### config.mk
export PLATFORM = sky130hd
export DESIGN_NAME = wash_stage_timer
export DESIGN_NICKNAME = d
export VERILOG_FILES = /design/src/rtl/wash_stage_timer.sv
export SDC_FILE = /design/constraint.sdc
export NUM_CORES = 1
export LEC_CHECK = 0
export ABC_CLOCK_PERIOD_IN_PS = 4500
export CAP_MARGIN = 20
export CORE_MARGIN = 1
export CORE_UTILIZATION = 60
export CTS_BUF_LIST = sky130_fd_sc_hd__clkbuf_4
export DETAILED_ROUTE_END_ITERATION = 12
export PLACE_DENSITY = 0.83
export SYNTH_ARGS = -nofsm -noshare
export SYNTH_HDL_FRONTEND = slang
export SYNTH_SLANG_ARGS = --single-unit
### constraint.sdc
create_clock -name CLOCK_50 -period 4.5 [get_ports CLOCK_50]
set_input_delay 0.45 -clock CLOCK_50 [delete_from_list [all_inputs] [get_ports CLOCK_50]]
set_output_delay 0.45 -clock CLOCK_50 [all_outputs]
set_load 0.01 [all_outputs]
### src/rtl/wash_stage_timer.sv
`default_nettype none
// ============================================================================
// Module   : wash_stage_timer
// Purpose  : Times car-wash stages, pulses stage_done on expiry and drives
//            HEX3..HEX0 with the stage number and seconds remaining.
// Revision : 1.0  initial release
// ============================================================================
module wash_stage_timer #(
    parameter int TICK_DIV = 50_000_000,
    parameter int PRE_W    = 26
) (
    input  logic        CLOCK_50,
    input  logic        RST_n,
    input  logic [9:0]  state,
    input  logic [1:0]  speed_sel,
    input  logic        hold,
    output logic        stage_done,
    output logic [7:0]  remaining,
    output logic [6:0]  HEX0,
    output logic [6:0]  HEX1,
    output logic [6:0]  HEX2,
    output logic [6:0]  HEX3
);

    localparam logic [9:0]       c_ST_IDLE   = 10'b10_0000_0000;
    localparam int               c_BLINK_DIV = (TICK_DIV / 2 > 0) ? TICK_DIV / 2 : 1;
    localparam logic [PRE_W-1:0] c_PRE_MAX   = PRE_W'(TICK_DIV - 1);
    localparam logic [PRE_W-1:0] c_BLINK_MAX = PRE_W'(c_BLINK_DIV - 1);

    localparam logic [1:0]       c_SPD_FAST  = 2'b01;
    localparam logic [1:0]       c_SPD_SLOW  = 2'b10;

    localparam logic [6:0]       c_SEG_BLANK = 7'b1111111;
    localparam logic [6:0]       c_SEG_DASH  = 7'b0111111;

    logic [9:0]       r_state_q;
    logic [9:0]       r_stage;
    logic [7:0]       r_rem;
    logic             r_done;
    logic [PRE_W-1:0] r_pre;
    logic [PRE_W-1:0] r_blink_cnt;
    logic             r_blink_on;

    logic             w_change;
    logic             w_valid;
    logic [3:0]       w_idx;
    logic             w_run;
    logic             w_tick;
    logic [7:0]       w_load_val;
    logic [3:0]       w_tens;
    logic [3:0]       w_ones;

    // Stage index of a one-hot vector; anything not exactly one-hot maps to Idle (0).
    function automatic logic [3:0] f_index(input logic [9:0] v);
        logic [3:0] idx;
        idx = 4'd0;
        if ((v != 10'd0) && ((v & (v - 10'd1)) == 10'd0)) begin
            for (int i = 0; i < 10; i++) begin
                if (v[i]) begin
                    idx = 4'(9 - i);
                end
            end
        end
        return idx;
    endfunction

    function automatic logic [7:0] f_base(input logic [3:0] idx);
        logic [7:0] b;
        case (idx)
            4'd1:    b = 8'd5;
            4'd2:    b = 8'd4;
            4'd3:    b = 8'd6;
            4'd4:    b = 8'd3;
            4'd5:    b = 8'd6;
            4'd6:    b = 8'd5;
            4'd7:    b = 8'd4;
            4'd8:    b = 8'd3;
            4'd9:    b = 8'd2;
            default: b = 8'd0;
        endcase
        return b;
    endfunction

    function automatic logic [7:0] f_duration(input logic [3:0] idx, input logic [1:0] spd);
        logic [7:0] b;
        logic [7:0] d;
        b = f_base(idx);
        case (spd)
            c_SPD_FAST: d = (b == 8'd0) ? 8'd0 : (((b >> 1) == 8'd0) ? 8'd1 : (b >> 1));
            c_SPD_SLOW: d = b + (b >> 1);
            default:    d = b;
        endcase
        return d;
    endfunction

    function automatic logic [6:0] f_seg(input logic [3:0] d);
        logic [6:0] s;
        case (d)
            4'd0:    s = 7'b1000000;
            4'd1:    s = 7'b1111001;
            4'd2:    s = 7'b0100100;
            4'd3:    s = 7'b0110000;
            4'd4:    s = 7'b0011001;
            4'd5:    s = 7'b0010010;
            4'd6:    s = 7'b0000010;
            4'd7:    s = 7'b1111000;
            4'd8:    s = 7'b0000000;
            4'd9:    s = 7'b0010000;
            default: s = c_SEG_BLANK;
        endcase
        return s;
    endfunction

    assign w_change   = (r_state_q != r_stage);
    assign w_valid    = (r_stage != 10'd0) && ((r_stage & (r_stage - 10'd1)) == 10'd0);
    assign w_idx      = f_index(r_stage);
    assign w_run      = w_valid && (w_idx != 4'd0) && (r_rem != 8'd0) && !hold;
    assign w_tick     = w_run && (r_pre == c_PRE_MAX);
    assign w_load_val = f_duration(f_index(r_state_q), speed_sel);

    // A reload always wins over a coincident tick, so no decrement or pulse on a stage change.
    always_ff @(posedge CLOCK_50 or negedge RST_n) begin
        if (!RST_n) begin
            r_state_q <= c_ST_IDLE;
            r_stage   <= c_ST_IDLE;
            r_rem     <= 8'd0;
            r_done    <= 1'b0;
            r_pre     <= '0;
        end else begin
            r_state_q <= state;
            r_done    <= 1'b0;
            if (w_change) begin
                r_stage <= r_state_q;
                r_rem   <= w_load_val;
                r_pre   <= '0;
            end else if (w_run) begin
                if (w_tick) begin
                    r_pre <= '0;
                    r_rem <= r_rem - 8'd1;
                    if (r_rem == 8'd1) begin
                        r_done <= 1'b1;
                    end
                end else begin
                    r_pre <= r_pre + 1'b1;
                end
            end
        end
    end

    // Blink phase restarts "on" whenever hold is released.
    always_ff @(posedge CLOCK_50 or negedge RST_n) begin
        if (!RST_n) begin
            r_blink_cnt <= '0;
            r_blink_on  <= 1'b1;
        end else if (hold) begin
            if (r_blink_cnt == c_BLINK_MAX) begin
                r_blink_cnt <= '0;
                r_blink_on  <= ~r_blink_on;
            end else begin
                r_blink_cnt <= r_blink_cnt + 1'b1;
            end
        end else begin
            r_blink_cnt <= '0;
            r_blink_on  <= 1'b1;
        end
    end

    assign w_tens = 4'(r_rem / 8'd10);
    assign w_ones = 4'(r_rem % 8'd10);

    always_comb begin
        HEX0 = c_SEG_BLANK;
        HEX1 = c_SEG_BLANK;
        HEX2 = c_SEG_BLANK;
        HEX3 = c_SEG_BLANK;
        if (r_blink_on) begin
            if (!w_valid) begin
                HEX0 = c_SEG_DASH;
                HEX1 = c_SEG_DASH;
                HEX2 = c_SEG_DASH;
                HEX3 = c_SEG_DASH;
            end else begin
                HEX3 = f_seg(w_idx);
                HEX1 = f_seg(w_tens);
                HEX0 = f_seg(w_ones);
            end
        end
    end

    assign stage_done = r_done;
    assign remaining  = r_rem;

endmodule
`default_nettype wire

==> impl_results.md <==
- Crit path arrival time: between 3000 and 4000 ps
- Post-synthesis xor/xnor area fraction: a little over a tenth
- CP max FO: 5
- Setup CP Type: reg2out
- Netlist cell types: ~70
- Main synth FF type: dfrtp_1
- Clock Pin Slew Worst Setup and Hold Paths: about 150 ps
- Pins Over Slew Limit: 0
- Adder-cell area share of the yosys netlist: a little under 7%
- Outcome: complete, no violations
- Dpl ws: approximately 210 ps
- Seq/Total Area, Yosys: approximately 36%
- Syn Area/Cell: 8.39 µm²
- Wire per inst: 14.2 µm
- EDFF count, synth: 0
- Die W: roughly 99 µm
- Total grt overflow: 0
- # rows: 35
- Period utilization: between 90% and 100%
- Placed Cells: 798
- CP required: 4050 ps
- Io pins: between 50 and 60
- Dominant combinational cell family by area after synthesis: simple AND/OR/NAND/NOR gates
- Synth-to-layout area growth: 12.2%
- Synth top area share: 34.8%
- Leakage Power: roughly 2.7 nW
- Largest net degree at the start of global routing: 83
- Slew HR: slightly below 40%
- Peak supply drop: between 150 and 200 µV
- Master of the slowest instance on the critical path: or4_4
- Core area: approximately 9000 µm²
- Routability cong.: 0.908
- Post-synthesis simple-gate area fraction: 26.0%
- Hpwl dp: about 8600 µm
- Most frequent cell after synthesis: nor2_1
- Unrepaired setup endpoints after global routing: no
- Power Density: slightly above 200 nW/µm²
- Mapped Area: ~5700 µm²
- Fraction of layout cells with a size suffix above 1: a little under 9%
- List of most frequent post-synthesis cells: nor2_1 (95), dfrtp_1 (79), nand2_1 (61)
- Antenna Nets Post-Route: 0
- Non-Filler Instances: slightly above 800
- CTS H-tree depth: 3
- ANT cells: 0
- Total CTS buffers: 9
- Final net count: 746
- Fmax: approximately 0.23 GHz
- Fin crit period: 4290 ps
- Skew final: approximately 17 ps
- Post-synth top area cell: dfrtp_1
- Number of buffers on the longest clock path: 2
- Die Area: approximately 9900 µm²
- Count of buffers from port buffering: 45
- Initial Util: 61.8%
- Worst slew pin tran: roughly 920 ps
- Post-Route WL: between 10000 and 15000 µm
- Synth async-reset ratio: 100%
- Mean number of vias per cell: around 6
- Crit path capture type: primary output
- CTS tree: done
- Compound-Gate Fraction of Synth Area: 12.5%
- Initial antenna violation count: 0
- Number of remaining DRC errors: 0
- CP peak stage delay: ~580 ps
- Post-synthesis mux area share: under 10%
- Total GRT Usage: between 20% and 30%
- FF/Latch Area: 2060 µm²
- Hold Path Class: in2async
- DR iter-0 viols: approximately 260
- Final Hold Fails: 0
- Multi-input gate area: 3360 µm²
- Final WS setup: roughly 210 ps
- Max-cap violations: 0
- Die Ht: around 100 µm
- #FFs+latches synth: 82
- Via count: 4782
- Cell Chain, Critical Path: or4_4 -> nor4_4 -> mux2i_1 -> o21ai_2 -> and3_4 -> inv_1 -> or3_4 -> ha_1 -> o31ai_1 -> clkdlybuf4s50_1
- Vias in the first global route: between 4000 and 5000
- Sink Count: between 80 and 90
- Clk_lat worst skew: between 400 and 500 ps
- Total of fill cells in the finished design: slightly above 700
- DR pass1 iterations: 7
- Setup Total Neg Slack: 0 ps
- Clock root cell: clkbuf_4
- Final setup violation count: 0
- CP startpoint kind: register
- Top cells by area, synth: dfrtp_1 (35%), xor2_1 (7.4%), nor2_1 (6.3%)
- Global-route wire length before repair: roughly 20000 µm
- YS warnings: 0
- Cell count after synthesis: ~680
==> cell usage in the layout (no fill, tap or decap), types with 12 or more instances in the layout <==
master / n
nor2_1: 95
ha_1: 26
nor3_1: 18
o21ai_0: 34
nand2_1: 61
clkdlybuf4s50_1: 44
a21oi_1: 25
inv_1: 29
buf_4: 14
xnor2_1: 20
and3_1: 12
xor2_1: 48
nand3_1: 28
dfrtp_1: 75
==> path summary, 6_finish.rpt <==
kind / startpoint / to / slack, ps / depth (start not counted)
setup / recovery: r_stage[2] / HEX3[3] / 210 / 10
hold / removal: RST_n / remaining[5] / 380 / 2
setup reg to reg: r_state_q[3] / remaining[1] / 430 / 15
hold reg to reg: r_state_q[9] / r_stage[9] / 450 / 0
max in group asynchronous: RST_n / r_blink_on / 3530 / 3
min in group CLOCK_50: state[1] / r_state_q[1] / 420 / 1
==> sequential cells by signal, summed over array words and instances, names as in the netlist <==
register and count:
r_blink_cnt 26, r_blink_on 1, r_pre 26, r_stage 10
r_state_q 10, remaining 8, stage_done 1
==> worst max-delay path: cells and delay by family, from the launching register on <==
family	cells	cell delay, ps
and+or+nand+nor	4	1400
buffers and inverters	2	660
DFF	1	460
AOI/OAI and AO/OA	2	420
adders and majority gates	1	330
muxes	1	130
==> cell type report <==
class | instances | share of cell area [%]
clock inverter | 7 | 0.922
multi-input combinational | 522 | 52.7
tap | 111 | 2.18
inverter | 29 | 1.71
clock buffer | 9 | 1.06
timing repair buffer | 60 | 9.14
sequential | 82 | 32.3
==> cells by family (layout without fill, tap and decap cells) <==
group / after synthesis / in the layout
buffers and inverters: 78 / 105
xor gates and xnor gates: 70 / 70
other: 1 / 6
muxes: 9 / 9
DFF: 82 / 82
AOI/OAI and AO/OA: 111 / 111
adders and majority gates: 32 / 32
and+or+nand+nor: 294 / 294
==> layer usage <==
layer	wire [µm]	share of wire [%]	track usage, %	vias up
met5	0	0	0	-
met4	308	2.7	11.1	0
met3	481	4.1	3.58	23
met2	5810	50	43.2	119
met1	5020	43	31.1	2271
li1	-	-	-	2369
==> stage by stage <==
| step | power, mW | utilization (%) | instance area [µm²] | hold WS [ps] |
|---|---|---|---|---|
| 2_1_floorplan | 0.873 | - | 5700 | 154 |
| 3_3_place_gp | 0.911 | 66.7 | 6130 | 412 |
| 3_5_place_dp | 0.918 | 66.7 | 6130 | 423 |
| 4_1_cts | 1.32 | 68.2 | 6270 | 178 |
| 5_1_grt | 1.38 | 69.3 | 6380 | 365 |
| 6_report | 1.32 | 69.3 | 6380 | 377 |
==> what timing repair did <==
item | CTS | global route
pin swaps | 0 | 2
hold buffers | 0 | 1
endpoints found under the setup margin | 4 | 12
endpoints found under the hold margin | 0 | 5
buffers inserted | 0 | 4
resized for setup | 4 | 11
==> power breakdown <==
part / switching, mW / total [mW] / internal [mW]
clock network: 0.278 / 0.402 / 0.124
logic: 0.0731 / 0.135 / 0.0618
registers: 0.0280 / 0.779 / 0.751
total: 0.379 / 1.32 / 0.937
Power figures use the tool's default switching activity.
